--- src/rtl/rotate_image_scheduler.sv ---
// rotate_image_scheduler
//
// Frame-level sequencer for the CORDIC image-rotation datapath. Walks every
// destination pixel of an IMAGE_SIZE x IMAGE_SIZE frame in raster order
// (inverse mapping):
//   1. Hand the destination coordinate and the negated angle to the rotator.
//   2. Take the rotator's source coordinate.
//   3. Fetch that source pixel, or use BG_PIXEL when it is out of range.
//   4. Write the result into the destination frame RAM.
//
// Ports
//   i_clk, i_rst           clock, asynchronous active-high reset
//   i_start, i_abort       frame start (sampled in IDLE), synchronous abort
//   i_angle                signed rotation angle in degrees, latched at start
//   o_busy, o_done         frame in progress, one-cycle end-of-frame pulse
//   o_rot_*                rotator request (start pulse, H/V, negated angle)
//   i_rot_*                rotator response (source H/V, out-of-range, done)
//   o_src_rd, o_src_addr   source RAM read port
//   i_src_data             source RAM data, valid the cycle after o_src_rd
//   o_dst_we, o_dst_addr,
//   o_dst_data             destination RAM write port
//
// state    | meaning
// ---------+--------------------------------------------------------------
// IDLE     | waiting for i_start; angle latched and counters cleared on it
// ISSUE    | one-cycle rotator start for the current destination pixel
// WAIT_ROT | waiting for i_rot_done; captures source address and oor flag
// READ     | one-cycle source RAM read strobe
// WRITE    | one-cycle destination write, advance H/V
// FINISH   | one-cycle o_done pulse, back to IDLE
module rotate_image_scheduler #(
  parameter int                   IMAGE_SIZE     = 60,
  parameter int                   IMAGE_COOR_BIT = 6,
  parameter int                   ANG_WIDTH      = 9,
  parameter int                   ADDR_WIDTH     = 12,
  parameter int                   PIX_WIDTH      = 24,
  parameter logic [PIX_WIDTH-1:0] BG_PIXEL       = '0
) (
  input  logic                        i_clk,
  input  logic                        i_rst,
  input  logic                        i_start,
  input  logic                        i_abort,
  input  logic signed [ANG_WIDTH-1:0] i_angle,
  output logic                        o_busy,
  output logic                        o_done,
  output logic                        o_rot_start,
  output logic [IMAGE_COOR_BIT-1:0]   o_rot_H,
  output logic [IMAGE_COOR_BIT-1:0]   o_rot_V,
  output logic signed [ANG_WIDTH-1:0] o_rot_angle,
  input  logic [IMAGE_COOR_BIT-1:0]   i_rot_H,
  input  logic [IMAGE_COOR_BIT-1:0]   i_rot_V,
  input  logic                        i_rot_oor,
  input  logic                        i_rot_done,
  output logic                        o_src_rd,
  output logic [ADDR_WIDTH-1:0]       o_src_addr,
  input  logic [PIX_WIDTH-1:0]        i_src_data,
  output logic                        o_dst_we,
  output logic [ADDR_WIDTH-1:0]       o_dst_addr,
  output logic [PIX_WIDTH-1:0]        o_dst_data
);

  typedef enum logic [2:0] {
    S_IDLE,
    S_ISSUE,
    S_WAIT_ROT,
    S_READ,
    S_WRITE,
    S_FINISH
  } state_t;

  localparam logic [IMAGE_COOR_BIT-1:0] LAST_COOR = IMAGE_COOR_BIT'(IMAGE_SIZE - 1);
  localparam logic [ADDR_WIDTH-1:0]     ROW_STEP  = ADDR_WIDTH'(IMAGE_SIZE);

  state_t                        state, state_nxt;
  logic [IMAGE_COOR_BIT-1:0]     h_q, v_q;
  logic [ADDR_WIDTH-1:0]         row_base_q;
  logic [ADDR_WIDTH-1:0]         src_addr_q;
  logic                          oor_q;
  logic signed [ANG_WIDTH-1:0]   angle_q;
  logic                          last_col, last_pix;

  assign last_col = (h_q == LAST_COOR);
  assign last_pix = last_col && (v_q == LAST_COOR);

  always_ff @(posedge i_clk or posedge i_rst) begin
    if (i_rst) begin
      state <= S_IDLE;
    end else begin
      state <= state_nxt;
    end
  end

  // Abort overrides every non-IDLE transition. Strobes that would start new
  // work (rotator start, source read, done) are suppressed in the abort cycle;
  // a write already in its WRITE cycle still completes.
  always_comb begin
    state_nxt   = state;
    o_busy      = 1'b0;
    o_done      = 1'b0;
    o_rot_start = 1'b0;
    o_src_rd    = 1'b0;
    o_dst_we    = 1'b0;
    case (state)
      S_IDLE: begin
        if (i_start) state_nxt = S_ISSUE;
      end
      S_ISSUE: begin
        o_busy      = 1'b1;
        o_rot_start = !i_abort;
        state_nxt   = S_WAIT_ROT;
      end
      S_WAIT_ROT: begin
        o_busy = 1'b1;
        if (i_rot_done) state_nxt = i_rot_oor ? S_WRITE : S_READ;
      end
      S_READ: begin
        o_busy    = 1'b1;
        o_src_rd  = !i_abort;
        state_nxt = S_WRITE;
      end
      S_WRITE: begin
        o_busy    = 1'b1;
        o_dst_we  = 1'b1;
        state_nxt = last_pix ? S_FINISH : S_ISSUE;
      end
      S_FINISH: begin
        o_done    = !i_abort;
        state_nxt = S_IDLE;
      end
      default: state_nxt = S_IDLE;
    endcase
    if (i_abort && (state != S_IDLE)) state_nxt = S_IDLE;
  end

  // The source coordinate is kept as a ready-made RAM address rather than
  // separate H/V, so the constant multiply sits on the capture path only.
  // The destination address uses a running row base instead of a multiply.
  always_ff @(posedge i_clk or posedge i_rst) begin
    if (i_rst) begin
      h_q        <= '0;
      v_q        <= '0;
      row_base_q <= '0;
      src_addr_q <= '0;
      oor_q      <= 1'b0;
      angle_q    <= '0;
    end else begin
      case (state)
        S_IDLE: begin
          if (i_start) begin
            angle_q    <= i_angle;
            h_q        <= '0;
            v_q        <= '0;
            row_base_q <= '0;
          end
        end
        S_WAIT_ROT: begin
          if (i_rot_done && !i_abort) begin
            src_addr_q <= ADDR_WIDTH'(i_rot_V) * ROW_STEP + ADDR_WIDTH'(i_rot_H);
            oor_q      <= i_rot_oor;
          end
        end
        S_WRITE: begin
          if (last_col) begin
            h_q <= '0;
            if (last_pix) begin
              v_q        <= '0;
              row_base_q <= '0;
            end else begin
              v_q        <= v_q + 1'b1;
              row_base_q <= row_base_q + ROW_STEP;
            end
          end else begin
            h_q <= h_q + 1'b1;
          end
        end
        default: ;
      endcase
    end
  end

  assign o_rot_H     = h_q;
  assign o_rot_V     = v_q;
  assign o_rot_angle = -angle_q;
  assign o_src_addr  = src_addr_q;
  assign o_dst_addr  = row_base_q + ADDR_WIDTH'(h_q);
  // Write data is held at zero outside WRITE so the bus is quiet when idle.
  assign o_dst_data  = (state == S_WRITE) ? (oor_q ? BG_PIXEL : i_src_data) : '0;

endmodule

--- config.mk ---
export PLATFORM = sky130hd
export DESIGN_NAME = rotate_image_scheduler
export DESIGN_NICKNAME = d
export VERILOG_FILES = /design/src/rtl/rotate_image_scheduler.sv
export SDC_FILE = /design/constraint.sdc
export NUM_CORES = 1
export LEC_CHECK = 0
export ABC_AREA = 1
export CAP_MARGIN = 20
export CORE_MARGIN = 2
export CORE_UTILIZATION = 55
export DETAILED_ROUTE_END_ITERATION = 7
export DONT_BUFFER_PORTS = 1
export PLACE_DENSITY = 0.7
export RECOVER_POWER = 25
export SYNTH_ARGS = -nofsm -noshare
export SYNTH_HDL_FRONTEND = slang
export SYNTH_SLANG_ARGS = --single-unit
--- constraint.sdc ---
create_clock -name i_clk -period 2.3 [get_ports i_clk]
set_input_delay 0.46 -clock i_clk [delete_from_list [all_inputs] [get_ports i_clk]]
set_output_delay 0.46 -clock i_clk [all_outputs]
set_load 0.05 [all_outputs]
; Yosys cells after proc, flatten, opt, wreduce, memory -nomap -nowiden
; Index checks and enable logic that the tools add are counted.
[word_totals]
reg_bits = 49
in_bits = 51
output_inout_bits = 74
word_cells = 61
[classes]
addsub = 6
n_mul = 1
eq_ne = 11
mux = 23
n_reduce_logical = 13
[ops]
columns = operator, n
row1 = $mux W24, 2
row2 = $mux W12, 3
row3 = $add A12 B6 Y12, 2
row4 = $mux W6, 4
row5 = $pmux W12 S2, 1
row6 = $pmux W6 S2, 2
row7 = $mux W3, 5
row8 = $pmux W3 S5, 1
row9 = $add A12 B6 Y12 const B, 1
row10 = $add A6 B1 Y6 const B, 2
row11 = $eq A6 B6 Y1 const B, 2
row12 = $mul A6 B4 Y10 const B, 1
row13 = $neg A9 Y9, 1
row14 = $reduce_and A2 Y1, 4
row15 = $eq A3 B2 Y1 const B, 2
row16 = $eq A3 B3 Y1 const B, 2
row17 = $ne A3 B3 Y1 const B, 2
row18 = $mux W1, 5
row19 = $ne A2 B2 Y1 const B, 2
row20 = $reduce_or A4 Y1, 1
row21 = $eq A3 B1 Y1 const B, 1
row22 = $logic_and A1 B1 Y1, 3
row23 = $logic_not A3 Y1, 1
row24 = $reduce_and A3 Y1, 1
row25 = 3 further kinds, 3

; Depth between registers and ports, before layout
; Gate-level depths: netlist of run 1.
[depth]
depth_word = 5
mapped_depth = 16
ltp_nobuf = 16

; Worst setup path before layout of run 1
; Ideal clock, no wire load.
[synth_path]
path_kind = input port to flip-flop
from = input port i_rot_V[0]
to = register src_addr_q[10], in the netlist o_src_addr[10]
setup_time_ns = 0.118
t_arrival_ns = 2.914
required_ns = 2.182
path_slack_ns = -0.732
cell_stages = 13
path_buffers = 0
cell_sequence = fa_1 > fa_1 > inv_1 > fa_1 > inv_1 > ha_1 > nand3_1 > nand3_1 > nand2_1 > nor2_1 > nand3b_1 > nand3_1 > nand2_1
[synth_between]
elab_chain_cells = 2
[synth_rtl]
columns = item, line_no
row1 = start: declaration, 51  ; input logic [IMAGE_COOR_BIT-1:0] i_rot_V,
row2 = $mul A6 B4 Y10, 158  ; src_addr_q <= ADDR_WIDTH'(i_rot_V) * ROW_STEP + ADDR_WIDTH'(i_rot_H);
row3 = $add A12 B6 Y12, 158
row4 = end signal: assignment, 158
row5 = end: declaration, 77  ; logic [ADDR_WIDTH-1:0] src_addr_q;
; No other way between the ends.
; A chain may end at the register's enable or synchronous reset.

; Final worst setup path of run 1
[layout_path]
from = input port i_rot_V[0]
to = register src_addr_q[11], in the netlist o_src_addr[11]
; Same word-level chain as after synthesis.

==> results of run 1 <==
-- worst max-delay path by stage --
stage / from / to / slack (ns)
finish: i_rot_V[0] / o_src_addr[11] / -0.45
floorplan: i_rot_V[0] / o_src_addr[8] / -0.65
global route: i_rot_V[0] / o_src_addr[11] / -0.56
global placement: i_rot_V[0] / o_src_addr[10] / -0.71
CTS: i_rot_V[2] / o_src_addr[10] / -0.46
detailed placement: i_rot_V[0] / o_src_addr[10] / -0.81
-- cell type report --
| type | count | area, um^2 | share of cell area [%] |
|---|---|---|---|
| multi-input cells | 343 | 2424 | 50.09 |
| flip-flops and latches | 47 | 1180 | 24.39 |
| clock inverters | 3 | 22.52 | 0.4655 |
| well taps | 77 | 96.34 | 1.991 |
| repair buffers | 87 | 729.5 | 15.08 |
| clock buffers | 5 | 68.82 | 1.422 |
| inverters | 83 | 317.8 | 6.568 |
-- sequential cells by signal, summed over array words and instances, names as in the netlist --
signal	count
row_base_q	10
o_rot_V	6
angle_q	9
o_rot_H	6
oor_q	1
state	3
o_src_addr	12
-- power breakdown --
group	switching [mW]	internal, mW
Clock	0.299	0.218
Sequential	0.547	1.04
Combinational	1.88	0.964
Total	2.73	2.23
-- repair_timing --
item / in CTS / in global routing
gates cloned: 0 / 0
gates resized for setup: 14 / 18
setup endpoints to repair: 14 / 15
pin swaps: 18 / 16
buffers inserted: 8 / 4
-- logic make-up (layout without fill, tap and decap cells) --
kind of cell,after synthesis,after routing
XOR/XNOR,28,28
buffers and inverters,96,178
AO/OA/AOI/OAI,55,55
AND/OR/NAND/NOR,225,225
flip-flops,47,47
adder cells (fa/ha/maj),35,35
-- metal layers --
| layer | global-route usage, % | vias to the layer above | routed length [um] |
|---|---|---|---|
| li1 | - | 1682 | - |
| met1 | 28.54 | 1533 | 3456 |
| met2 | 43.25 | 119 | 4456 |
| met3 | 3.405 | 18 | 468 |
| met4 | 8.514 | 0 | 222 |
| met5 | 0 | - | 0 |
-- per-stage QoR --
step | area [um^2] | std cells
finish | 4838 | 645
floorplan | 3867 | 486
CTS | 4736 | 641
global placement | 4516 | 625
detailed placement | 4516 | 625
global route | 4838 | 645
-- cell usage in the layout (no fill, tap or decap), types with 2 or more instances in the layout --
| master | netlist | final |
|---|---|---|
| o22ai_1 | 10 | 10 |
| inv_2 | 4 | 9 |
| nand3_4 | 0 | 6 |
| nor2_4 | 1 | 4 |
| buf_12 | 0 | 6 |
| a21o_1 | 3 | 2 |
| o21ai_0 | 25 | 22 |
| nand2_1 | 130 | 122 |
| xor2_1 | 22 | 17 |
| o21ai_2 | 1 | 2 |
| xnor2_1 | 6 | 5 |
| nand3_1 | 29 | 23 |
| clkbuf_8 | 0 | 5 |
| nand2_2 | 0 | 4 |
| inv_1 | 78 | 72 |
| nor2_1 | 45 | 22 |
| nand4_1 | 4 | 4 |
| nor3_2 | 1 | 3 |
| ha_4 | 0 | 4 |
| buf_4 | 4 | 79 |
| o31ai_1 | 2 | 2 |
| ha_1 | 25 | 20 |
| nand3b_1 | 3 | 3 |
| nand2_4 | 0 | 4 |
| xor2_4 | 0 | 4 |
| nor2_2 | 1 | 21 |
| dfrtp_2 | 0 | 3 |
| o21ai_1 | 3 | 5 |
| dfrtp_1 | 47 | 44 |
| fa_1 | 10 | 10 |
| nor3_1 | 8 | 6 |
| a21oi_1 | 4 | 3 |
-- worst max-delay path, delay by kind of cell --
family / cells / cell delay, ns
and+or+nand+nor: 7 / 0.58
buffers and inverters: 2 / 0.10
adders and majority gates: 4 / 1.84
==> reports/qor.yml, run 1 <==
synthMuxAreaShare_pct: 0
die-area_um2: 7237
finish.utilization_pct: 76.20
synth_top_family_by_area: "simple AND/OR/NAND/NOR gates"
whs_endpoint: "angle_q[6]"
drt-total-wl_um: 8603
io-pin-count: 125
track_usage_pct: 23.80
nFillCells: 450
power_density_nw_per_um2: 1024
fin_nets: 653
synth_compound_area_share_pct: 9.484
fmax_ghz: 0.3640
clkLatencyLatePin_ns: 0.30
whs_path_depth: 2
routabilityCongestion: 0.8157
final.period_utilization_pct: 119.5
finalMaxSlewViolations: 0
synth_area_leaders: "dfrtp_1 (33%), nand2_1 (13%), ha_1 (8.7%), inv_1 (8.1%), fa_1 (5.5%)"
htreeDepth: 2
num_vias: 3352
hpwl_um: 6520
first_iter_violations: 106
drive_gt1_share_pct: 30.28
drc: 0
yosys.area_share.xor_xnor_pct: 6.784
firstDrtPassIters: 4
worst_pin_slew_ns: 1.165
ys_ff_latch: 47
min_path_type: "input pin to register"
vias_per_cell: 5.197
pre_cts_ws_ns: -0.8108
synth_adder_area_share_pct: 14.19
path_class: "input pin to register"
crit_chain: "fa_1, fa_1, inv_2, fa_1, inv_2, ha_4, nand2_1, nand2_1, nand2_2, nor2_4, nand3_1, nand3_1, nand2_1"
postSynth.asyncResetShare_pct: 100.0
synth.most_common_cell: "nand2_1"
fin_crit_ns: 2.747
synth-seq-area-share_pct: 32.54
yosys.area.top_type: "dfrtp_1"
cts_tree: "yes"
syn-cell-area_um2: 3615
rrSetupSlack_ns: 0.36
hold_viol: 0
power_leakage_nw: 2.483
r2r-start: "o_rot_H[3]"
antenna_cells: 0
hold_ws_ns: 0.2643
grt_antenna_before_repair: 0
initial_core_util_pct: 56.93
synth.top_cell.area_share_pct: 32.54
grt_pass1_vias: 3306
rsz0062_at_grt: "yes"
synth_cell_types: 38
outcome: "complete, but fails checks"
cts_buffer_depth: 2
clock_sinks: 47
hold_buffers: 0
cp.arrival_ns: 2.95
synth-main-ff-cell: "dfrtp_1"
cts_inserted_buffers: 5
r2r_end: "o_rot_V[3]"
startpoint_type: "input pin"
crit_path_end_kind: "register"
tns_ns: -3.188
synth-edff-count: 0
io_buffers: 0
grt_pass1_wl_um: 14300
failed_checks: "negative setup slack"
syn-mean-instance-area_um2: 7.438
cp_slowest_cell: "fa_1"
die_x_um: 85.07
crit_fanout: 4
gr-total-overflow: 0
required_ns: 2.50
fp-row-count: 29
core-area_um2: 6350
yosys_warnings: 0
die_h_um: 85.07
synth-simple-area-share_pct: 26.27
finalPower_mw: 4.956
synth.net_count: 572
path_clk_slew_ns: 0.10
ant_nets: 0
slew_headroom_pct: 22.34
area_delta_synth_final_pct: 33.85
min_from: "i_angle[6]"
max-vdd-ir-drop_mv: 1.515
synthCells: 486
synthTopCellsByCount: "nand2_1 (130), inv_1 (78), dfrtp_1 (47), nor2_1 (45), nand3_1 (29)"
wl_per_cell_um: 13.34
cts_root_buf: "clkbuf_8"
setup_ws_ns: -0.4475
crit_path_max_incr_delay_ns: 0.55
finClkSkew_ns: 0.01390
maxCapViolCount: 0
grt_max_degree: 48
finalSetupViolations: 13
reg2reg_depth: 8
Power figures use the tool's default switching activity.
==> inputs of run 2 (changes only) <==
--- a/config.mk
+++ b/config.mk
@@ -5,12 +5,13 @@
 export SDC_FILE = /design/constraint.sdc
 export NUM_CORES = 1
 export LEC_CHECK = 0
-export ABC_AREA = 1
+export ABC_AREA = 0
 export CAP_MARGIN = 20
 export CORE_MARGIN = 2
 export CORE_UTILIZATION = 55
 export DETAILED_ROUTE_END_ITERATION = 7
 export DONT_BUFFER_PORTS = 1
+export GPL_TIMING_DRIVEN = 0
 export PLACE_DENSITY = 0.7
 export RECOVER_POWER = 25
 export SYNTH_ARGS = -nofsm -noshare
==> reports/qor.yml, run 2 <==
outcome: "complete, but fails checks"
failed_checks: "negative setup slack"
area_delta_synth_final_pct: 31.70
clkLatencyLatePin_ns: 0.31
num_vias: 2858
ys_ff_latch: 47
core-area_um2: 6026
io_buffers: 0
track_usage_pct: 24.41
postSynth.asyncResetShare_pct: 100.0
initial_core_util_pct: 57.70
yosys.area.top_type: "dfrtp_1"
path_clk_slew_ns: 0.10
cts_root_buf: "clkbuf_8"
crit_path_end_kind: "register"
synth-main-ff-cell: "dfrtp_1"
yosys.area_share.xor_xnor_pct: 7.557
cts_tree: "yes"
firstDrtPassIters: 4
antenna_cells: 0
hold_viol: 0
rrSetupSlack_ns: 0.09
maxCapViolCount: 0
fin_nets: 493
cts_buffer_depth: 2
synth.top_cell.area_share_pct: 33.83
synth_adder_area_share_pct: 14.75
grt_max_degree: 26
grt_antenna_before_repair: 0
synth-seq-area-share_pct: 33.83
die_h_um: 83.51
io-pin-count: 125
synth_compound_area_share_pct: 12.13
finClkSkew_ns: 0.009182
crit_fanout: 3
gr-total-overflow: 0
fmax_ghz: 0.3396
rsz0062_at_grt: "yes"
final.period_utilization_pct: 128.0
drive_gt1_share_pct: 39.95
clock_sinks: 47
hold_buffers: 0
startpoint_type: "input pin"
hold_ws_ns: 0.2433
setup_ws_ns: -0.6446
cts_inserted_buffers: 5
die_x_um: 83.51
path_class: "input pin to register"
drt-total-wl_um: 8545
final_common_cell: "dfrtp_1"
power_leakage_nw: 2.000
layout_common_cells: "dfrtp_1 (38), o21ai_0 (30), nor2_1 (27)"
wl_per_cell_um: 17.69
drc: 0
power_density_nw_per_um2: 1105
synth.most_common_cell: "dfrtp_1"
grt_pass1_vias: 2791
htreeDepth: 2
synth-simple-area-share_pct: 22.02
yosys_warnings: 0
fin_crit_ns: 2.945
ant_nets: 0
vias_per_cell: 5.917
synth.net_count: 462
hpwl_um: 6069
first_iter_violations: 99
cp.arrival_ns: 3.15
synth_area_leaders: "dfrtp_1 (34%), ha_1 (9.0%), fa_1 (5.8%), xnor2_1 (5.3%), mux2_2 (4.5%)"
largest_register_ffs: 12
r2r_end: "row_base_q[11]"
finish.utilization_pct: 76.00
syn-mean-instance-area_um2: 9.248
min_path_type: "input pin to asynchronous set/reset pin"
worst_pin_slew_ns: 1.116
syn-cell-area_um2: 3477
reg2reg_depth: 6
grt_pass1_wl_um: 13900
synth_top_family_by_area: "simple AND/OR/NAND/NOR gates"
synthMuxAreaShare_pct: 4.822
synthTopCellsByCount: "dfrtp_1 (47), nor2_1 (36), o21ai_0 (31), inv_1 (27), ha_1 (25)"
synthCells: 376
finalMaxSlewViolations: 0
required_ns: 2.50
max-vdd-ir-drop_mv: 1.173
fp-row-count: 28
slew_headroom_pct: 25.60
r2r-start: "o_rot_H[0]"
routabilityCongestion: 0.8737
die-area_um2: 6974
pre_cts_ws_ns: -0.9210
finalSetupViolations: 35
synth_cell_types: 51
synth-edff-count: 0
[run 2: how the worst max path moves through the flow]
stage	startpoint	end	slack, ns	cells after the start
after floorplan	i_rot_V[3]	o_src_addr[11]	-0.76	12
after global placement	i_rot_V[3]	o_src_addr[11]	-0.88	12
after detailed placement	i_rot_V[3]	o_src_addr[11]	-0.92	12
after CTS	i_rot_V[0]	o_src_addr[11]	-0.57	10
after global routing	i_rot_V[0]	o_src_addr[11]	-0.73	10
final	i_rot_V[0]	o_src_addr[11]	-0.64	10
[run 2: timing repair]
action,in CTS,in global routing
resized for setup,90,32
setup buffers,12,9
gates cloned,0,0
pin swaps,23,27
endpoints found under the setup margin,60,59
[run 2: logic make-up after synthesis]
kind of cell / Yosys count
AO/OA/AOI/OAI: 69
XOR/XNOR: 30
adder cells (fa/ha/maj): 35
buffers and inverters: 39
flip-flops: 47
multiplexers: 15
AND/OR/NAND/NOR: 141
[run 2: metal layers]
metal  up-vias  GRT usage (%)  share of wire, %
met5         -              0                 0
met4         0          6.598               1.9
met3        13          5.143               5.7
met2       118          43.26                52
met1      1377          30.31                41
li1       1350              -                 -
[run 2: layout make-up]
cell class	count	area (um^2)
Timing Repair Buffer	24	200.2
Inverter	28	110.1
Multi-Input combinational cell	290	2803
Clock inverter	3	43.79
Sequential cell	47	1192
Fill cell	392	1446
Clock buffer	5	68.82
Buffer	11	67.56
Tap cell	75	93.84
[run 2: power breakdown]
part / internal (mW) / switching, mW / total (mW)
Clock: 0.324 / 0.296 / 0.620
Sequential: 1.04 / 0.700 / 1.74
Combinational: 1.07 / 1.63 / 2.70
Total: 2.43 / 2.63 / 5.06
[run 2: worst max-delay path, cell delays in order]
cell and delay [ns]:
fa_1 0.50, fa_2 0.58, ha_4 0.21, a211oi_4 0.28, nor3b_2 0.09, or4_1 0.42, a31oi_1 0.22, xnor2_1 0.17
xnor2_1 0.14, a21oi_1 0.08
[run 2: per-stage QoR]
| stage | instance area, um^2 | setup TNS (ns) | instances | total power [mW] |
|---|---|---|---|---|
| floorplan | 3724 | -5.185 | 376 | 3.505 |
| global placement | 3817 | -7.238 | 451 | 3.750 |
| finish | 4579 | -9.122 | 483 | 5.060 |
| detailed placement | 3852 | -8.678 | 454 | 3.812 |
| CTS | 4363 | -7.806 | 474 | 4.796 |
| global route | 4579 | -14.74 | 483 | 5.314 |
